===== src/rtl/munoc_ahb2axi_pkg.sv =====
// Shared types and constants for the MUNOC AHB-Lite to AXI4 bridge.
// Optional posted-write mode is selected with MUNOC_AHB2AXI_WRITE_POST_EN.
package munoc_ahb2axi_pkg;

  typedef enum logic [2:0] {
    IDLE  = 3'd0,
    WRITE = 3'd1,
    WRESP = 3'd2,
    READ  = 3'd3,
    RRESP = 3'd4,
    ERR1  = 3'd5,
    ERR2  = 3'd6
  } state_e;

  localparam logic [1:0] HTRANS_IDLE   = 2'b00;
  localparam logic [1:0] HTRANS_BUSY   = 2'b01;
  localparam logic [1:0] HTRANS_NONSEQ = 2'b10;
  localparam logic [1:0] HTRANS_SEQ    = 2'b11;

  localparam logic HRESP_OKAY  = 1'b0;
  localparam logic HRESP_ERROR = 1'b1;

  localparam logic [1:0] AXI_RESP_OKAY   = 2'b00;
  localparam logic [1:0] AXI_RESP_EXOKAY = 2'b01;
  localparam logic [1:0] AXI_RESP_SLVERR = 2'b10;
  localparam logic [1:0] AXI_RESP_DECERR = 2'b11;

  localparam logic [1:0] AXI_BURST_INCR = 2'b01;

  // AHB hprot[0]=data, hprot[1]=privileged; AXI prot[2]=instruction,
  // prot[1]=non-secure, prot[0]=privileged.
  function automatic logic [2:0] ahb_to_axi_prot(input logic [3:0] hprot);
    return {~hprot[0], 1'b1, hprot[1]};
  endfunction

endpackage


===== src/rtl/munoc_ahb_wstrb_gen.sv =====
// Byte-lane strobe generator: naturally aligned lanes from transfer size and
// the low address bits.
module munoc_ahb_wstrb_gen #(
  parameter int BW_DATA = 32
) (
  input  logic [2:0]                     hsize,
  input  logic [$clog2(BW_DATA/8)-1:0]   addr,
  output logic [BW_DATA/8-1:0]           wstrb
);

  localparam int NB = BW_DATA / 8;

  // A lane is enabled when it lies in the same size-aligned block as addr.
  always_comb begin
    wstrb = '0;
    for (int i = 0; i < NB; i++) begin
      if ((i >> hsize) == (int'(addr) >> hsize)) wstrb[i] = 1'b1;
    end
  end

endmodule


===== src/rtl/munoc_ahb2axi_bridge.sv =====
// AHB-Lite slave to AXI4 master bridge: one single-beat AXI transaction per AHB beat.
// Define MUNOC_AHB2AXI_WRITE_POST_EN to complete writes on AHB before the B response.
module munoc_ahb2axi_bridge
  import munoc_ahb2axi_pkg::*;
#(
  parameter int BW_ADDR    = 32,
  parameter int BW_DATA    = 32,
  parameter int BW_AXI_TID = 1
) (
  input  logic                    clk,
  input  logic                    rst,
  // AHB-Lite slave
  input  logic                    hsel,
  input  logic                    hwrite,
  input  logic                    hmastlock,
  input  logic                    hready,
  input  logic [BW_ADDR-1:0]      haddr,
  input  logic [1:0]              htrans,
  input  logic [2:0]              hsize,
  input  logic [2:0]              hburst,
  input  logic [3:0]              hprot,
  input  logic [BW_DATA-1:0]      hwdata,
  output logic                    hreadyout,
  output logic                    hresp,
  output logic [BW_DATA-1:0]      hrdata,
  // AXI4 write address
  output logic [BW_AXI_TID-1:0]   awid,
  output logic [BW_ADDR-1:0]      awaddr,
  output logic [7:0]              awlen,
  output logic [2:0]              awsize,
  output logic [1:0]              awburst,
  output logic [2:0]              awprot,
  output logic                    awvalid,
  input  logic                    awready,
  // AXI4 write data
  output logic [BW_DATA-1:0]      wdata,
  output logic [BW_DATA/8-1:0]    wstrb,
  output logic                    wlast,
  output logic                    wvalid,
  input  logic                    wready,
  // AXI4 write response
  input  logic [BW_AXI_TID-1:0]   bid,
  input  logic [1:0]              bresp,
  input  logic                    bvalid,
  output logic                    bready,
  // AXI4 read address
  output logic [BW_AXI_TID-1:0]   arid,
  output logic [BW_ADDR-1:0]      araddr,
  output logic [7:0]              arlen,
  output logic [2:0]              arsize,
  output logic [1:0]              arburst,
  output logic [2:0]              arprot,
  output logic                    arvalid,
  input  logic                    arready,
  // AXI4 read data
  input  logic [BW_AXI_TID-1:0]   rid,
  input  logic [BW_DATA-1:0]      rdata,
  input  logic [1:0]              rresp,
  input  logic                    rlast,
  input  logic                    rvalid,
  output logic                    rready,
  // Status
  output logic                    post_err,
  output state_e                  dbg_state
);

  localparam int         BW_OFS   = $clog2(BW_DATA / 8);
  localparam logic [2:0] SIZE_MAX = 3'(BW_OFS);

  // Handshake rule for every AXI channel: a transfer happens in the cycle where
  // valid and ready are both high; valid never depends on ready and, once raised,
  // stays high until that transfer or an asynchronous reset.

  state_e               state_q, state_d;
  logic [BW_ADDR-1:0]   addr_q;
  logic [2:0]           hsize_q;
  logic [3:0]           hprot_q;
  logic                 aw_done_q, w_done_q;
  logic                 aw_hs, w_hs;
  logic                 accept, sample, size_bad;
  logic                 b_pend_q;
  logic                 unused_inputs;

  assign accept   = (state_q == IDLE) || (state_q == ERR2);
  assign sample   = accept & hsel & hready & htrans[1];
  assign size_bad = (hsize > SIZE_MAX);

  assign unused_inputs = ^{hmastlock, hburst, htrans[0], bid, rid, rlast};

`ifdef MUNOC_AHB2AXI_WRITE_POST_EN
  logic post_err_q;
  logic b_hs;

  assign b_hs = bvalid & bready;

  // One posted write may wait for its B; new AXI requests hold off until it lands.
  always_ff @(posedge clk or posedge rst) begin
    if (rst) begin
      b_pend_q   <= 1'b0;
      post_err_q <= 1'b0;
    end else begin
      if (b_hs) b_pend_q <= 1'b0;
      else if (state_q == WRITE && state_d == IDLE) b_pend_q <= 1'b1;
      if (b_hs && bresp[1]) post_err_q <= 1'b1;
    end
  end

  assign post_err = post_err_q;
`else
  assign b_pend_q = 1'b0;
  assign post_err = 1'b0;
`endif

  // AXI request channels
  assign awid    = '0;
  assign awaddr  = addr_q;
  assign awlen   = 8'd0;
  assign awsize  = hsize_q;
  assign awburst = AXI_BURST_INCR;
  assign awprot  = ahb_to_axi_prot(hprot_q);
  assign awvalid = (state_q == WRITE) & ~aw_done_q & ~b_pend_q;

  assign wdata   = hwdata;
  assign wlast   = 1'b1;
  assign wvalid  = (state_q == WRITE) & ~w_done_q & ~b_pend_q;

  assign bready  = (state_q == WRESP) | b_pend_q;

  assign arid    = '0;
  assign araddr  = addr_q;
  assign arlen   = 8'd0;
  assign arsize  = hsize_q;
  assign arburst = AXI_BURST_INCR;
  assign arprot  = ahb_to_axi_prot(hprot_q);
  assign arvalid = (state_q == READ) & ~b_pend_q;

  assign rready  = (state_q == RRESP);

  assign aw_hs = awvalid & awready;
  assign w_hs  = wvalid & wready;

  assign dbg_state = state_q;

  munoc_ahb_wstrb_gen #(
    .BW_DATA (BW_DATA)
  ) u_wstrb_gen (
    .hsize (hsize_q),
    .addr  (addr_q[BW_OFS-1:0]),
    .wstrb (wstrb)
  );

  always_ff @(posedge clk or posedge rst) begin
    if (rst) begin
      state_q   <= IDLE;
      addr_q    <= '0;
      hsize_q   <= '0;
      hprot_q   <= '0;
      aw_done_q <= 1'b0;
      w_done_q  <= 1'b0;
      hrdata    <= '0;
    end else begin
      state_q <= state_d;
      if (sample) begin
        addr_q  <= haddr;
        hsize_q <= hsize;
        hprot_q <= hprot;
      end
      // AW and W complete independently; remember which one is already done.
      if (state_q == WRITE && state_d == WRITE) begin
        aw_done_q <= aw_done_q | aw_hs;
        w_done_q  <= w_done_q | w_hs;
      end else begin
        aw_done_q <= 1'b0;
        w_done_q  <= 1'b0;
      end
      if (rvalid && rready) hrdata <= rdata;
    end
  end

  always_comb begin
    state_d   = state_q;
    hreadyout = 1'b1;
    hresp     = HRESP_OKAY;
    unique case (state_q)
      IDLE, ERR2: begin
        if (state_q == ERR2) hresp = HRESP_ERROR;
        if (sample) begin
          if (size_bad)    state_d = ERR1;
          else if (hwrite) state_d = WRITE;
          else             state_d = READ;
        end else begin
          state_d = IDLE;
        end
      end
      WRITE: begin
        hreadyout = 1'b0;
        if ((aw_done_q || aw_hs) && (w_done_q || w_hs)) begin
`ifdef MUNOC_AHB2AXI_WRITE_POST_EN
          state_d = IDLE;
`else
          state_d = WRESP;
`endif
        end
      end
      WRESP: begin
        hreadyout = 1'b0;
        if (bvalid) state_d = bresp[1] ? ERR1 : IDLE;
      end
      READ: begin
        hreadyout = 1'b0;
        if (arvalid && arready) state_d = RRESP;
      end
      RRESP: begin
        hreadyout = 1'b0;
        if (rvalid) state_d = (rresp == AXI_RESP_OKAY) ? IDLE : ERR1;
      end
      ERR1: begin
        hreadyout = 1'b0;
        hresp     = HRESP_ERROR;
        state_d   = ERR2;
      end
      default: begin
        state_d = IDLE;
      end
    endcase
  end

endmodule

===== config.mk =====
export PLATFORM = sky130hd
export DESIGN_NAME = munoc_ahb2axi_bridge
export DESIGN_NICKNAME = d
export VERILOG_FILES = /design/src/rtl/munoc_ahb2axi_pkg.sv /design/src/rtl/munoc_ahb_wstrb_gen.sv /design/src/rtl/munoc_ahb2axi_bridge.sv
export SDC_FILE = /design/constraint.sdc
export NUM_CORES = 1
export LEC_CHECK = 0
export ABC_CLOCK_PERIOD_IN_PS = 2300
export CORE_MARGIN = 3
export CORE_UTILIZATION = 30
export CTS_CLUSTER_SIZE = 25
export DETAILED_ROUTE_END_ITERATION = 10
export PLACE_DENSITY = 0.77
export SLEW_MARGIN = 20
export SYNTH_ARGS = -nofsm -noshare
export SYNTH_HDL_FRONTEND = slang
export SYNTH_SLANG_ARGS = --single-unit

===== constraint.sdc =====
create_clock -name clk -period 2.3 [get_ports clk]
set_input_delay 0.46 -clock clk [delete_from_list [all_inputs] [get_ports clk]]
set_output_delay 0.46 -clock clk [all_outputs]
set_load 0.01 [all_outputs]

==> flow_summary.yaml <==
power:
  p_total_mw: 7.63
  ir_drop_uv: 524
  power-per-cell-area_nw_per_um2: 1350
  p_leak_nw: 2.39
clock_tree:
  cts_setup_buffers: 0
  clk_latency_ns: 0.33
  post_cts_resized: 0
  cts_tree: "built"
  cts.sinks: 74
  cts_buffers: 9
  ctsHoldBuffers: 0
  clockBufferDepth: 2
  path_clk_slew_ns: 0.05
  cts_root_buf: "clkbuf_16"
  cts_max_level: 3
global_routing:
  globalRoute.totalOverflow: 0
  grt_pass1_wl_um: 14400
  grt_max_degree: 72
  grt_pass1_vias: 2681
  grt_use_total_pct: 13.1
  antenna_found_initial: 0
critical_path:
  critPathMaxStageDelay_ns: 0.54
  crit_type: "reg2out"
  crit_path_end_kind: "primary output"
  path_cells: "buf_4, nor3_1, a21o_1, clkdlybuf4s50_1"
  crit_required_ns: 1.84
  crit_arrival_ns: 1.73
  slowest_stage: "clkdlybuf4s50_1"
  setup.worst_path.start_class: "register"
  crit_fanout: 11
cells_and_area:
  area_delta_synth_final_pct: 48.7
  nNetsFinal: 565
  multi_input_area_um2: 1210
  n_fill_cell: 1161
  seq_area_um2: 1850
  n_antenna_cell: 0
  drive_above_1_share_pct: 20.8
flow_run:
  drv_cap: 0
sta:
  rsz0062_at_grt: "false"
  fin_setup_tns_ns: 0
  setup_violations: 0
  tightest_slew_ns: 0.549
  clock-skew-final_ns: 0.00425
  slew_viol_final: 0
  finalHoldViolations: 0
  max_freq_mhz: 457
  max-slew-margin-rel_pct: 63.4
  post-route-min-period_ns: 2.19
  post-route-period-util_pct: 95.1
routing:
  wirelength_um: 9330
  remaining_drc_errors: 0
  antenna_left: 0
  drtIter0Drc: 108
  vias_per_cell: 4.23
  wl_per_cell_um: 15.3
  drt_pass1_iterations: 4
  vias: 2585
synthesis:
  syn_area_um2: 3810
  synth_cell_types: 32
  yosysWarnings: 0
  synth_edf_count: 0
  synth_ff_type: "dfrtp_1"
  netlist_instances: 304
  ys_ff_latch: 74
  syn_avg_cell_area_um2: 12.5
  synth_async_sr_flop_share_pct: 100
  seq_area_frac_synth_pct: 48.6
die:
  die_height_um: 119
  fp.dieArea_um2: 14100
  rows: 40
  core_region_area_um2: 12200
  start_util_pct: 31.2
  io_pins: 304
  die_w_um: 119
placement:
  place.port_buffers: 202
  place.gp.congestion: 0.760
  place_hpwl_um: 7240
min_path:
  hp-class: "in2async"
run_status:
  status: "complete, no violations"
## routing by layer
layer  vias to the layer above  share of wire [%]  wire, um  GRT usage, %
met1                      1208                 35      3270          13.5
met3                        15                 14      1320          7.89
met2                       193                 49      4570          21.3
met5                         -                  0         0             0
li1                       1169                  -         -             -
met4                         0                1.7       161          5.79
## synthesized netlist by cell type (all sizes together) (2+ instances only)
cell type | number | share of area [%]
a2111o | 2 | 0.59
a21o | 2 | 0.39
a21oi | 2 | 0.26
buf | 108 | 22
conb | 2 | 0.20
dfrtp | 74 | 49
inv | 4 | 0.39
mux2 | 70 | 21
nand2b | 3 | 0.89
nand3b | 3 | 0.59
nor2 | 10 | 0.99
nor2b | 2 | 0.33
nor3 | 2 | 0.26
nor4bb | 2 | 0.53
o21ai | 5 | 0.66
## critical path, delay by kind of cell (launching register included)
kind / cells / cell delay, ns
AO/OA/AOI/OAI: 1 / 0.10
buffers and inverters: 2 / 0.73
AND/OR/NAND/NOR: 1 / 0.19
flip-flops: 1 / 0.38
## registers in the layout (all words and copies together) (netlist names)
register,flops
araddr,32
hrdata,32
aw_done_q,1
dbg_state,3
hprot_q,2
arsize,3
w_done_q,1
## final cells by class
class                           instances  area share [%]
Multi-Input combinational cell        142            21.4
Sequential cell                        74            32.7
Timing Repair Buffer                  208            37.0
Tap cell                              168            3.71
Clock buffer                           12            4.53
Inverter                                4           0.331
Clock inverter                          3           0.265
## final timing paths
| path | slack, ns | from | end | cells past startpoint |
|---|---|---|---|---|
| setup / recovery | 0.11 | dbg_state[1] | hreadyout | 4 |
| hold / removal | 0.36 | rst | hrdata[13] | 2 |
| setup reg to reg | 0.39 | dbg_state[0] | araddr[25] | 4 |
| hold reg to reg | 0.49 | hprot_q[0] | hprot_q[0] | 1 |
| max in group asynchronous | 1.37 | rst | araddr[25] | 3 |
| min in group clk | 0.49 | hprot_q[0] | hprot_q[0] | 1 |
## power by group
group | total (mW) | internal, mW | switching (mW)
registers | 2.38 | 1.95 | 0.428
logic | 3.98 | 2.51 | 1.46
clock network | 1.28 | 0.777 | 0.505
total | 7.63 | 5.24 | 2.39
## cell usage in the layout, fill, tap and decap left out
| cell type | Yosys | routed |
|---|---|---|
| nor4bb_4 | 0 | 1 |
| nor4_1 | 1 | 1 |
| and4b_1 | 1 | 1 |
| nand2b_1 | 1 | 1 |
| mux2_2 | 66 | 66 |
| clkdlybuf4s50_1 | 0 | 200 |
| buf_12 | 0 | 2 |
| a211o_1 | 1 | 1 |
| mux2_1 | 4 | 4 |
| dlymetal6s2s_1 | 0 | 2 |
| nor2_1 | 10 | 10 |
| inv_1 | 4 | 3 |
| o221a_2 | 1 | 1 |
| dfrtp_1 | 74 | 74 |
| nand2_1 | 1 | 1 |
| a21oi_1 | 2 | 2 |
| conb_1 | 2 | 26 |
| clkinv_2 | 0 | 3 |
| clkbuf_16 | 0 | 9 |
| nor2b_1 | 2 | 2 |
| clkinvlp_4 | 0 | 1 |
| clkbuf_8 | 0 | 2 |
| nor3b_1 | 1 | 1 |
| nand3b_1 | 3 | 3 |
| xor2_1 | 1 | 1 |
| and3_4 | 1 | 1 |
| nor4bb_1 | 2 | 1 |
| buf_4 | 99 | 4 |
| nor3_1 | 2 | 2 |
| o211a_1 | 1 | 1 |
| nand2b_4 | 2 | 2 |
| a2111o_1 | 2 | 2 |
| a211oi_1 | 1 | 1 |
| a21o_1 | 2 | 2 |
| or3_1 | 1 | 1 |
| and2_1 | 1 | 1 |
| o21ai_0 | 5 | 5 |
| clkbuf_1 | 0 | 1 |
| o22ai_1 | 1 | 1 |
## cell families after synthesis
family	share of synthesized area (%)
buf+inv	22.2
flops	48.6
compound gates	3.06
simple gates	4.93
mux	20.7
xor+xnor	0.230
other cells	0.197
## metrics by stage
step | hold WS, ns | utilization [%] | instances | worst slack (ns) | cell area [um2]
after floorplan | 0.458 | - | 328 | 0.602 | 3900
after global placement | 0.475 | 44.1 | 596 | 0.0846 | 5390
after detailed placement | 0.482 | 44.1 | 596 | 0.0588 | 5390
after CTS | 0.345 | 46.3 | 611 | 0.0231 | 5660
after global routing | 0.369 | 46.4 | 611 | 0.00252 | 5660
final | 0.363 | 46.4 | 611 | 0.113 | 5660
Note: power is estimated with default switching activity, not from simulation.
